[config.mk]
export PLATFORM = sky130hd
export DESIGN_NAME = recog_sequencer
export DESIGN_NICKNAME = d
export VERILOG_FILES = /design/src/rtl/recog_sequencer.sv
export SDC_FILE = /design/constraint.sdc
export NUM_CORES = 1
export LEC_CHECK = 0
export CAP_MARGIN = 20
export CORE_MARGIN = 8
export CORE_UTILIZATION = 59
export CTS_BUF_LIST = sky130_fd_sc_hd__clkbuf_4 sky130_fd_sc_hd__clkbuf_8 sky130_fd_sc_hd__clkbuf_16
export CTS_CLUSTER_DIAMETER = 100
export DETAILED_ROUTE_END_ITERATION = 6
export PLACE_DENSITY = 0.91
export SYNTH_ARGS = -nofsm -noshare
export SYNTH_HDL_FRONTEND = slang
export SYNTH_SLANG_ARGS = --single-unit
[constraint.sdc]
create_clock -name clk -period 4.5 [get_ports clk]
set_input_delay 1.125 -clock clk [delete_from_list [all_inputs] [get_ports clk]]
set_output_delay 1.125 -clock clk [all_outputs]
set_load 0.01 [all_outputs]
[src/rtl/recog_sequencer.sv]
// Top-level sequencer for the isolated-word recognizer: walks the utterance through
// FFT and feature extraction frame by frame, then scores every vocabulary template.
module recog_sequencer #(
  parameter int NUM_FRAMES  = 40,
  parameter int FRAME_SHIFT = 128,
  parameter int ADDR_W      = 14,
  parameter int NUM_WORDS   = 50,
  parameter int DIST_W      = 24,
  parameter int TIMEOUT     = 4095
) (
  input  logic              clk,
  input  logic              reset,
  input  logic              start,
  output logic              fft_start,
  input  logic              fft_finish,
  output logic [ADDR_W-1:0] frame_base,
  output logic [5:0]        frame_idx,
  output logic              feat_start,
  input  logic              feat_done,
  output logic              match_start,
  output logic [5:0]        match_word,
  input  logic              match_done,
  input  logic [DIST_W-1:0] match_dist,
  output logic              busy,
  output logic              result_ack,
  output logic [5:0]        result,
  output logic              overflow
);

  typedef enum logic [2:0] {IDLE, FFT_RUN, FEAT_RUN, MATCH_RUN, DONE} state_t;

  localparam int                WD_W       = $clog2(TIMEOUT + 1);
  localparam logic [WD_W-1:0]   WD_MAX     = WD_W'(TIMEOUT);
  localparam logic [5:0]        LAST_FRAME = 6'(NUM_FRAMES - 1);
  localparam logic [5:0]        LAST_WORD  = 6'(NUM_WORDS - 1);
  localparam logic [ADDR_W-1:0] SHIFT      = ADDR_W'(FRAME_SHIFT);
  localparam logic [DIST_W-1:0] DIST_MAX   = '1;
  localparam logic [5:0]        NO_WORD    = 6'h3F;

  state_t            state;
  logic              start_d;
  logic [DIST_W-1:0] best_dist;
  logic [5:0]        best_idx;
  logic              any_match;
  logic [WD_W-1:0]   wd;

  logic              accept;
  logic              engine_done;
  logic              better;
  logic [DIST_W-1:0] best_dist_nx;
  logic [5:0]        best_idx_nx;

  assign accept = start & ~start_d & (state == IDLE);
  assign busy   = (state != IDLE);

  // The best-so-far values including the distance arriving this cycle, so the
  // final word's score is already folded in when the result is registered.
  always_comb begin
    // NOTE: every always_comb output gets a default first so no latch is inferred.
    engine_done = 1'b0;
    case (state)
      FFT_RUN:   engine_done = fft_finish;
      FEAT_RUN:  engine_done = feat_done;
      MATCH_RUN: engine_done = match_done;
      default:   engine_done = 1'b0;
    endcase
    better       = (state == MATCH_RUN) && match_done && (match_dist < best_dist);
    best_dist_nx = better ? match_dist : best_dist;
    best_idx_nx  = better ? match_word : best_idx;
  end

  // NOTE: all state uses non-blocking assignments so every register samples pre-edge values.
  always_ff @(posedge clk or negedge reset) begin
    if (!reset) begin
      state       <= IDLE;
      start_d     <= 1'b0;
      fft_start   <= 1'b0;
      feat_start  <= 1'b0;
      match_start <= 1'b0;
      result_ack  <= 1'b0;
      frame_base  <= '0;
      frame_idx   <= '0;
      match_word  <= '0;
      result      <= '0;
      overflow    <= 1'b0;
      best_dist   <= DIST_MAX;
      best_idx    <= '0;
      any_match   <= 1'b0;
      wd          <= '0;
    end else begin
      start_d     <= start;
      fft_start   <= 1'b0;
      feat_start  <= 1'b0;
      match_start <= 1'b0;
      result_ack  <= 1'b0;

      case (state)
        IDLE: begin
          if (accept) begin
            frame_idx  <= '0;
            frame_base <= '0;
            match_word <= '0;
            result     <= '0;
            overflow   <= 1'b0;
            best_dist  <= DIST_MAX;
            best_idx   <= '0;
            any_match  <= 1'b0;
            wd         <= '0;
            fft_start  <= 1'b1;
            state      <= FFT_RUN;
          end
        end

        FFT_RUN, FEAT_RUN, MATCH_RUN: begin
          if (engine_done) begin
            // The watchdog bounds each individual engine wait, so it restarts per handshake.
            wd <= '0;
            case (state)
              FFT_RUN: begin
                feat_start <= 1'b1;
                state      <= FEAT_RUN;
              end
              FEAT_RUN: begin
                if (frame_idx == LAST_FRAME) begin
                  match_word  <= '0;
                  match_start <= 1'b1;
                  state       <= MATCH_RUN;
                end else begin
                  frame_idx  <= frame_idx + 1'b1;
                  frame_base <= frame_base + SHIFT;
                  fft_start  <= 1'b1;
                  state      <= FFT_RUN;
                end
              end
              default: begin
                best_dist <= best_dist_nx;
                best_idx  <= best_idx_nx;
                any_match <= 1'b1;
                if (match_word == LAST_WORD) begin
                  result     <= best_idx_nx;
                  overflow   <= overflow | (best_dist_nx == DIST_MAX);
                  result_ack <= 1'b1;
                  state      <= DONE;
                end else begin
                  match_word  <= match_word + 1'b1;
                  match_start <= 1'b1;
                end
              end
            endcase
          end else if (wd == WD_MAX) begin
            wd         <= '0;
            overflow   <= 1'b1;
            result     <= any_match ? best_idx : NO_WORD;
            result_ack <= 1'b1;
            state      <= DONE;
          end else begin
            wd <= wd + 1'b1;
          end
        end

        // result and result_ack were registered on entry; DONE lasts exactly one cycle.
        DONE:    state <= IDLE;
        default: state <= IDLE;
      endcase
    end
  end

endmodule

Word-level counts from Yosys, hierarchy flattened

Index checks and enable logic that the tools add are counted.
W data, S select, Z words.

Bits of input ports: 30
Bits in registers: 84
Output and inout port bits: 38
Word-level logic and storage cells: 125

Reductions and logical operators: 13
Bitwise operators: 4
$lt $le $gt $ge: 1
Eq/ne operators: 19
Add/sub/neg operators: 4
Mux-type cells: 69

Operators by type and width:

| cell                    | count |
|---|---|
| $mux W24                | 4 |
| $mux W6                 | 15 |
| $pmux W6 S2             | 5 |
| $mux W14                | 4 |
| $pmux W24 S2            | 1 |
| $mux W12                | 3 |
| $pmux W14 S2            | 1 |
| $eq A24 B24 Y1 const B  | 1 |
| $lt A24 B24 Y1          | 1 |
| $pmux W12 S2            | 1 |
| $mux W1                 | 23 |
| $ne A3 B3 Y1 const B    | 5 |
| $add A14 B8 Y14 const B | 1 |
| $add A12 B1 Y12 const B | 1 |
| $add A6 B1 Y6 const B   | 2 |
| $eq A12 B12 Y1 const B  | 1 |
| $eq A6 B6 Y1 const B    | 2 |
| $mux W3                 | 4 |
| $ne A2 B2 Y1 const B    | 6 |
| $pmux W3 S2             | 2 |
| $reduce_and A5 Y1       | 2 |
| $pmux W1 S2             | 4 |
| $eq A3 B2 Y1 const B    | 2 |
| $reduce_and A6 Y1       | 1 |
| other kinds (16)        | 18 |

Depth between registers and ports, before layout

Depth in word-level cells: 10
Mapped depth: 10
Depth with buffers taken out: 8

Worst setup path after synthesis

OpenSTA, ideal clock, no wires.

Path type: input port to flip-flop
Start point: in match_dist[22]
End point: reg best_idx[0]
Data required time: 4374 ps
Path buffers: 2
Library setup time: 126 ps
Setup slack: 1462 ps
Stages on the path: 9
Data arrival time: 2912 ps
Cells stage by stage: ha_1 nand4_1 nor4_2 buf_2 nand2_1 o31a_2 buf_6 and3_1 a311o_1

Word-level cells in the longest chain between the ends: 6

RTL lines:

| element                | RTL line | RTL |
|---|---|---|
| start: declaration     | 23       | `input logic [DIST_W-1:0] match_dist,` |
| $lt A24 B24 Y1         | 67       | `better = (state == MATCH_RUN) && match_done && (match_dist < best_dist);` |
| $logic_and A1 B1 Y1    | 67       |  |
| $mux W6                | 69       | `best_idx_nx = better ? match_word : best_idx;` |
| $mux W6                | 118      | `case (state)` |
| $mux W6                | 115      | `if (engine_done) begin` |
| $pmux W6 S2            | 97       | `case (state)` |
| end signal: assignment | 137      | `best_idx <= best_idx_nx;` |
| end: declaration       | 43       | `logic [5:0] best_idx;` |

Every way passes these cells. The select of a mux whose other input is x is not followed.
A chain may end at the register's enable or synchronous reset.

Final worst setup path

Start point: in match_dist[22]
End point: reg best_dist[0]

Word-level cells in the longest chain between the ends: 6

RTL lines:

| element                | RTL line | RTL |
|---|---|---|
| $lt A24 B24 Y1         | 67       |  |
| $logic_and A1 B1 Y1    | 67       |  |
| $mux W24               | 68       | `best_dist_nx = better ? match_dist : best_dist;` |
| $mux W24               | 118      |  |
| $mux W24               | 115      |  |
| $pmux W24 S2           | 97       |  |
| end signal: assignment | 136      | `best_dist <= best_dist_nx;` |
| end: declaration       | 42       | `logic [DIST_W-1:0] best_dist;` |

Every way passes these cells. The select of a mux whose other input is x is not followed.

==> impl_metrics.yaml <==
status:
  status: "finished clean"
clock_tree:
  cts_max_path_buffers: 2
  clock_latency_ns: 0.35
  hold_buffers: 0
  clock_sinks: 77
  cts_tree: "done"
  htree_levels: 3
  clk_pin_slew_ns: 0.08
  cts-resized-gates: 0
  root_buffer: "clkbuf_8"
  postCtsSetupRepairBufs: 0
  cts_buffers: 9
timing:
  setup-tns-final_ns: 0
  slew_violations: 0
  hold_viol: 0
  fin_skew_ns: 0.01005
  tightest_slew_ns: 0.9649
  rsz0062_at_grt: "false"
  slew_headroom: 0.3567
  fmax_mhz: 276.7
  layout_setup_ws_ns: 0.8856
  min_period_ns: 3.614
  setup_violations: 0
  whs_ns: 0.5072
  period_share: 0.8032
logic_synthesis:
  ys_async_sr_fraction: 1.000
  synth_flop_cell: "dfrtp_1"
  synth.largest_area_cell: "dfrtp_1"
  syn-cell-area_sq_mm: 0.004712
  yosysWarnings: 0
  synth_top_area_frac: 0.2815
  yosysMostFrequentCell: "nor2_1"
  yosys-top-cells-area: "dfrtp_1 28%, dfstp_2 13%, ha_1 7.4%"
  yosysUniqueCellTypes: 55
  ys_ff_latch: 77
  avgSynthCellArea_sq_um: 9.044
  syn_inst: 521
  synth.top_cells.by_count: "59 x nor2_1, 53 x dfrtp_1, 40 x nand2_1"
  ys_seq_area_frac: 0.4153
  synth_edf_count: 0
setup_path:
  cp_max_fo: 28
  crit_required_ns: 4.79
  crit_path_start_kind: "input port"
  setup.worst_path.class: "input port to register"
  arrival_ns: 3.91
  worstSetupEndpointType: "register"
grt:
  antenna_found_initial: 0
  grt_overflow: 0
  grt_pass1_vias: 4447
  grt_util_all_layers: 0.2349
  grt_max_degree: 78
  grt_pass1_wl_mm: 21.80
worst_hold_path:
  hp-class: "register to register"
run:
  drv_cap: 0
power_and_ir_drop:
  power.leakage_uw: 0.002572
  ir_drop_uv: 287.7
  powerDensity_mw_per_mm2: 504.7
route:
  drtIter0Drc: 313
  wirelength_mm: 13.18
  drc: 0
  vias: 4496
  ant_nets: 0
  wl_per_cell_um: 19.35
  first_pass_iters: 7
  avgViaCountPerCell: 6.602
floorplan:
  rows: 32
  pin_count: 68
  core_sq_mm: 0.007727
  die_h_um: 105.4
  initial_core_util: 0.6098
  die_area_sq_mm: 0.01110
  die_w_um: 105.4
placement:
  hpwlAfterDp_mm: 9.128
  gp_congestion: 0.8988
  port_buffers: 60
  preCtsSetupSlack_ns: 0.5896
  place_area_sq_mm: 0.005373
cells_and_area:
  nets: 632
  diodes: 0
  final_cell_area_sq_mm: 0.005608
  drive_above_1_share: 0.1054
  area_growth_pct: 19.01
-- final timing paths --
path	start	end	slack, ns	cells past startpoint
max reg2reg	best_dist[22]	best_dist[0]	1.57	10
min in group asynchronous	reset	frame_idx[0]	0.91	1
min reg2reg	result[5]	result[5]	0.51	2
max	match_dist[22]	best_dist[0]	0.89	10
min	result[5]	result[5]	0.51	2
max in group asynchronous	reset	frame_base[9]	2.96	1
-- metal layers --
metal  track usage  part of all wire  vias up
met3       0.04263             0.078       37
met5             0                 0        -
met1        0.3017              0.42     2190
met4       0.09072             0.026        0
li1              -                 -     2033
met2        0.3844              0.48      236
-- layout by cell type, fill, tap and decap left out, drive strengths merged, types with 2 or more instances in the layout --
master,count
dfstp,24
nand2b,5
a22o,4
o31ai,10
a311o,6
and3,11
o41ai,3
nor3,5
clkbuf,13
or3,5
bufinv,2
a2111oi,2
buf,11
nor2,60
xor2,10
a311oi,23
xnor2,2
and4,3
o21ai,29
ha,28
clkdlybuf4s50,59
a21o,3
a211oi,32
nor2b,9
nand3,15
a21oi,18
nand4,26
and2,5
nand2,40
nor4,3
inv,33
dfrtp,53
conb,7
a31oi,3
-- stage by stage --
stage               total power [uW]    util  cells
CTS                             2805  0.7257    681
detailed placement              2182  0.6953    665
global placement                2111  0.6943    664
global route                    2993  0.7257    681
finish                          2830  0.7257    681
floorplan                       1784       -    527
-- state kept, by name (all words and copies together) (netlist names) --
signal	cells
frame_idx	6
fft_start	1
state	3
overflow	1
frame_base	7
match_start	1
start_d	1
feat_start	1
any_match	1
result	6
match_word	6
best_dist	24
wd	12
result_ack	1
best_idx	6
-- cell type report --
cell class	count	area, sq um
Clock buffer	13	166.4
Inverter	33	123.9
Multi-Input combinational cell	383	2491
Clock inverter	3	68.82
Timing Repair Buffer	70	673.1
Sequential cell	77	1957
Fill cell	561	2120
Tap cell	102	127.6
-- critical path, stage by stage --
cell and delay, ns:
clkdlybuf4s50_1 0.48, ha_1 0.35, nand4_1 0.21, nor4_4 0.40, buf_4 0.37, nand2_1 0.09, o31a_2 0.22, nand2_1 0.13
buf_4 0.28, o221a_2 0.22
-- where the power goes --
| part | internal, uW | switching [uW] |
|---|---|---|
| clock network | 357 | 257 |
| registers | 911 | 193 |
| logic | 443 | 669 |
| total | 1710 | 1120 |
-- kinds of logic (layout without fill, tap and decap cells) --
kind of cell | count (synthesis) | count (layout) | share of synthesized area
multiplexers | 1 | 1 | 0.002390
adder cells (fa/ha/maj) | 28 | 28 | 0.07435
other | 1 | 7 | 0.0007958
buffers and inverters | 67 | 119 | 0.06373
AO/OA/AOI/OAI | 145 | 145 | 0.2231
AND/OR/NAND/NOR | 190 | 190 | 0.1981
flip-flops | 77 | 77 | 0.4153
XOR/XNOR | 12 | 12 | 0.02230
Power figures use the tool's default switching activity.
